[src/rtl/dmem_arbiter.sv]
// dmem_arbiter: shares one DataMemory port between the CPU LSU (port 0) and the loader (port 1).
// Define DMEM_ARB_RR_EN for round-robin arbitration; by default port 0 has fixed priority.
`default_nettype none

module dmem_arbiter #(
    parameter int ADDR_W = 14,
    parameter int DATA_W = 32
) (
    input  logic              clk,
    input  logic              rst_n,
    input  logic              req0,
    input  logic              we0,
    input  logic              io0,
    input  logic [ADDR_W-1:0] addr0,
    input  logic [DATA_W-1:0] wdata0,
    input  logic              req1,
    input  logic              we1,
    input  logic              io1,
    input  logic [ADDR_W-1:0] addr1,
    input  logic [DATA_W-1:0] wdata1,
    output logic              gnt0,
    output logic              gnt1,
    output logic              rvalid0,
    output logic              rvalid1,
    output logic [DATA_W-1:0] rdata0,
    output logic [DATA_W-1:0] rdata1,
    output logic              mem_memwrite,
    output logic              mem_iowrite,
    output logic [ADDR_W-1:0] mem_addr,
    output logic [DATA_W-1:0] mem_wdata,
    input  logic [DATA_W-1:0] mem_rdata
);

    typedef enum logic [1:0] {
        S_IDLE   = 2'd0,
        S_ACCESS = 2'd1,
        S_RDATA  = 2'd2
    } state_t;

    state_t            state;
    state_t            state_nxt;
    logic              win;
    logic              win_q;
    logic              we_q;
    logic              io_q;
    logic [ADDR_W-1:0] addr_q;
    logic [DATA_W-1:0] wdata_q;
    logic              accept;

    assign accept = (state == S_IDLE) && (req0 || req1);

`ifdef DMEM_ARB_RR_EN
    logic rr_ptr;

    // On a tie the port that was not granted last goes next.
    always_comb begin
        win = req1;
        if (req0 && req1) begin
            win = ~rr_ptr;
        end
    end

    always_ff @(posedge clk or negedge rst_n) begin
        if (!rst_n) begin
            rr_ptr <= 1'b0;
        end else if (accept) begin
            rr_ptr <= win;
        end
    end
`else
    always_comb begin
        win = req1 && !req0;
    end
`endif

    always_ff @(posedge clk or negedge rst_n) begin
        if (!rst_n) begin
            state <= S_IDLE;
        end else begin
            state <= state_nxt;
        end
    end

    always_comb begin
        state_nxt    = state;
        gnt0         = 1'b0;
        gnt1         = 1'b0;
        mem_memwrite = 1'b0;
        mem_iowrite  = 1'b0;
        mem_addr     = '0;
        mem_wdata    = '0;
        case (state)
            S_IDLE: begin
                if (req0 || req1) begin
                    state_nxt = S_ACCESS;
                end
            end
            S_ACCESS: begin
                // Bus is driven only from the latched request, never from req inputs.
                gnt0         = ~win_q;
                gnt1         = win_q;
                mem_memwrite = we_q & ~io_q;
                mem_iowrite  = we_q & io_q;
                mem_addr     = addr_q;
                mem_wdata    = wdata_q;
                state_nxt    = we_q ? S_IDLE : S_RDATA;
            end
            S_RDATA: begin
                state_nxt = S_IDLE;
            end
            default: begin
                state_nxt = S_IDLE;
            end
        endcase
    end

    always_ff @(posedge clk or negedge rst_n) begin
        if (!rst_n) begin
            win_q   <= 1'b0;
            we_q    <= 1'b0;
            io_q    <= 1'b0;
            addr_q  <= '0;
            wdata_q <= '0;
        end else if (accept) begin
            win_q   <= win;
            we_q    <= win ? we1 : we0;
            io_q    <= win ? io1 : io0;
            addr_q  <= win ? addr1 : addr0;
            wdata_q <= win ? wdata1 : wdata0;
        end
    end

    always_ff @(posedge clk or negedge rst_n) begin
        if (!rst_n) begin
            rvalid0 <= 1'b0;
            rvalid1 <= 1'b0;
            rdata0  <= '0;
            rdata1  <= '0;
        end else begin
            rvalid0 <= (state == S_RDATA) && !win_q;
            rvalid1 <= (state == S_RDATA) && win_q;
            if ((state == S_RDATA) && !win_q) begin
                rdata0 <= mem_rdata;
            end
            if ((state == S_RDATA) && win_q) begin
                rdata1 <= mem_rdata;
            end
        end
    end

endmodule

`default_nettype wire

[config.mk]
export PLATFORM = sky130hd
export DESIGN_NAME = dmem_arbiter
export DESIGN_NICKNAME = d
export VERILOG_FILES = /design/src/rtl/dmem_arbiter.sv
export SDC_FILE = /design/constraint.sdc
export NUM_CORES = 1
export LEC_CHECK = 0
export CORE_ASPECT_RATIO = 0.75
export CORE_MARGIN = 3
export CORE_UTILIZATION = 41
export CTS_BUF_LIST = sky130_fd_sc_hd__clkbuf_16
export CTS_CLUSTER_DIAMETER = 60
export CTS_CLUSTER_SIZE = 30
export DETAILED_ROUTE_END_ITERATION = 7
export PLACE_DENSITY = 0.81
export SLEW_MARGIN = 20
export SYNTH_ARGS = -nofsm -noshare
export SYNTH_HDL_FRONTEND = slang
export SYNTH_SLANG_ARGS = --single-unit
[constraint.sdc]
create_clock -name clk -period 2 [get_ports clk]
set_input_delay 0.2 -clock clk [delete_from_list [all_inputs] [get_ports clk]]
set_output_delay 0.2 -clock clk [all_outputs]
set_load 0.01 [all_outputs]
==> flow_metrics.tcl <==
set metrics [dict create \
    grt_antenna_before_repair 0 \
    crit_arrival_ps 1740 \
    fp.coreArea_um2 11900 \
    p_leak_nw 3.75 \
    max_clock_freq_mhz 517 \
    n_antenna_cell 0 \
    ys_warn_count 0 \
    synth-compound-area-share 0.0837 \
    cts_tree "yes" \
    multi_input_area_um2 2080 \
    rsz0062_at_grt "true" \
    initial_core_util 0.431 \
    combPwrFrac 0.426 \
    run_status "finished clean" \
    grt_pass1_wl_mm 22.9 \
    fin_crit_ps 1940 \
    fin_nets 749 \
    place_inst 756 \
    htree_levels 4 \
    netlist_instances 365 \
    grt_use_total 0.215 \
    row_count 34 \
    synth-simple-area-share 0.0700 \
    cp-start-kind "flop" \
    hold_path_class "input port to flop" \
    synth_fa_ha_area_frac 0 \
    clockRootBuffer "clkbuf_16" \
    slew_viol_final 0 \
    num_io_pins 248 \
    finalSetupViolations 0 \
    syn-cell-area_um2 5130 \
    die_h_um 103 \
    drc 0 \
    dieWidth_um 135 \
    viasPerCell 4.99 \
    insertion_delay_ps 400 \
    gp_congestion 0.717 \
    cts.reportedPaths.clkPinSlew_ps 60 \
    grt_pass1_vias 4155 \
    clock_skew_ps 6.45 \
    routed_wl_mm 15.0 \
    finalHoldViolCount 0 \
    synth_mux_area_frac 0.248 \
    finalCritPeriodShare 0.968 \
    fin_area_um2 8460 \
    seqPwrFrac 0.318 \
    syn_area_per_cell_um2 14.1 \
    drive_above_1_share 0.275 \
    regArea_um2 2930 \
    clock_power_share 0.256 \
    worst_slew_pin_slew_ps 507 \
    p_int_mw 9.17 \
    netSwitchingFraction 0.296 \
    vias 3954 \
    p_per_area_nw_per_um2 1540 \
    first_pass_iters 4 \
    overflow 0 \
    synth-seq-cells 117 \
    area_growth_pct 65.0 \
    clock_sinks 117 \
    synth_top_family_by_area "multiplexers" \
    fill_cells 815 \
    syn_nets 497 \
    numCtsBuffers 17 \
    cp_max_fo 12 \
    final_cell_mix "196 x clkdlybuf4s50_1, 116 x dfrtp_1, 108 x mux2_2" \
    die-area_um2 13900 \
    synth_xor_area_frac 0 \
    p_sw_mw 3.85 \
    ir_worst_vdd_mv 0.995 \
    drt_iter0_markers 146 \
    critPathCaptureType "primary output" \
    placed_cell_area_um2 7810 \
    fin_cells 792 \
    cap_violations 0 \
    p_total_mw 13.0 \
    seq_area_frac_synth 0.571 \
    setup_ws_ps 64.3 \
    slew_headroom 0.662 \
    crit_required_ps 1800 \
    ant_nets 0 \
    final_common_cell "clkdlybuf4s50_1" \
    critPathKind "flop to primary output" \
    ys_types 21 \
    grt_max_degree 50 \
    portBuffers 247 \
    wire_per_inst_um 19.0 \
    cts.path.max_buffers 2 \
    setup_tns_ps 0 \
    hpwl_mm 10.5 \
    place_ws_ps 137 \
]
power groups by stage:
stage | Sequential, mW | Clock (mW) | Combinational [mW]
after CTS | 4.15 | 3.40 | 5.60
after global placement | 4.08 | 0 | 5.46
after global routing | 4.29 | 3.51 | 5.93
after floorplan | 4.36 | 0 | 2.37
after detailed placement | 4.18 | 0 | 5.57
final | 4.14 | 3.34 | 5.55
final cells by class:
type,instances,area share
multi-input cells,221,0.246
flip-flops and latches,117,0.346
inverters,1,0.000443
clock buffers,17,0.0503
clock inverters,15,0.0269
repair buffers,259,0.306
well taps,162,0.0239
cell usage after synthesis (all sizes together):
cell	n	share of area
a21oi	2	0.0020
a22o	47	0.080
and2	47	0.057
and2b	1	0.0015
and3	1	0.0012
buf	17	0.020
clkbuf	9	0.0066
dfrtp	117	0.57
inv	1	0.00073
mux2	113	0.25
nand2	1	0.00073
nand2b	1	0.0012
nand3b	1	0.0015
nor2	4	0.0029
nor2b	1	0.0012
nor3b	1	0.0024
o21a	1	0.0015
routing by layer:
| layer | global-route usage | vias up | part of all wire |
|---|---|---|---|
| met5 | 0 | - | 0 |
| met4 | 0.0550 | 0 | 0.018 |
| met3 | 0.0746 | 16 | 0.073 |
| met2 | 0.381 | 153 | 0.51 |
| met1 | 0.254 | 1954 | 0.39 |
| li1 | - | 1831 | - |
logic make-up after synthesis:
logic type             after synthesis
buffers and inverters               27
muxes                              113
AOI/OAI and AO/OA                   50
DFF                                117
and+or+nand+nor                     58
what timing repair did:
action,4_1_cts,5_1_grt
endpoints found under the hold margin,34,0
setup endpoints to repair,49,22
buffers inserted,1,0
resized for setup,89,19
hold buffers,1,0
cloned,2,0
worst max-delay path, stage by stage, from the launching register on:
cell and delay [ps]:
dfrtp_1 410, and2b_4 300, buf_12 110, bufbuf_16 270
and2_1 120, buf_2 130
metrics by stage:
step / hold slack, ps / util
CTS: 84.9 / 0.709
global route: 106 / 0.711
finish: 102 / 0.711
global placement: 188 / 0.656
floorplan: -95.6 / -
detailed placement: 204 / 0.656
registers in the layout, indices dropped and copies added, names as in the netlist:
signal   flops
addr_q      14
io_q         1
rdata0      32
rdata1      32
rvalid0      1
rvalid1      1
state        2
wdata_q     32
we_q         1
win_q        1
worst paths after layout:
check | startpoint | endpoint | slack (ps) | cells after the start
worst min register to register | we_q | state[1] | 480 | 1
max in group asynchronous | rst_n | wdata_q[2] | 1030 | 3
worst max-delay path | state[1] | mem_addr[1] | 60 | 5
worst max register to register | state[0] | addr_q[4] | 390 | 4
worst min-delay path | req0 | win_q | 100 | 2
min in group asynchronous | rst_n | rdata0[10] | 330 | 2
No activity file was read; power rests on OpenSTA's default activity.
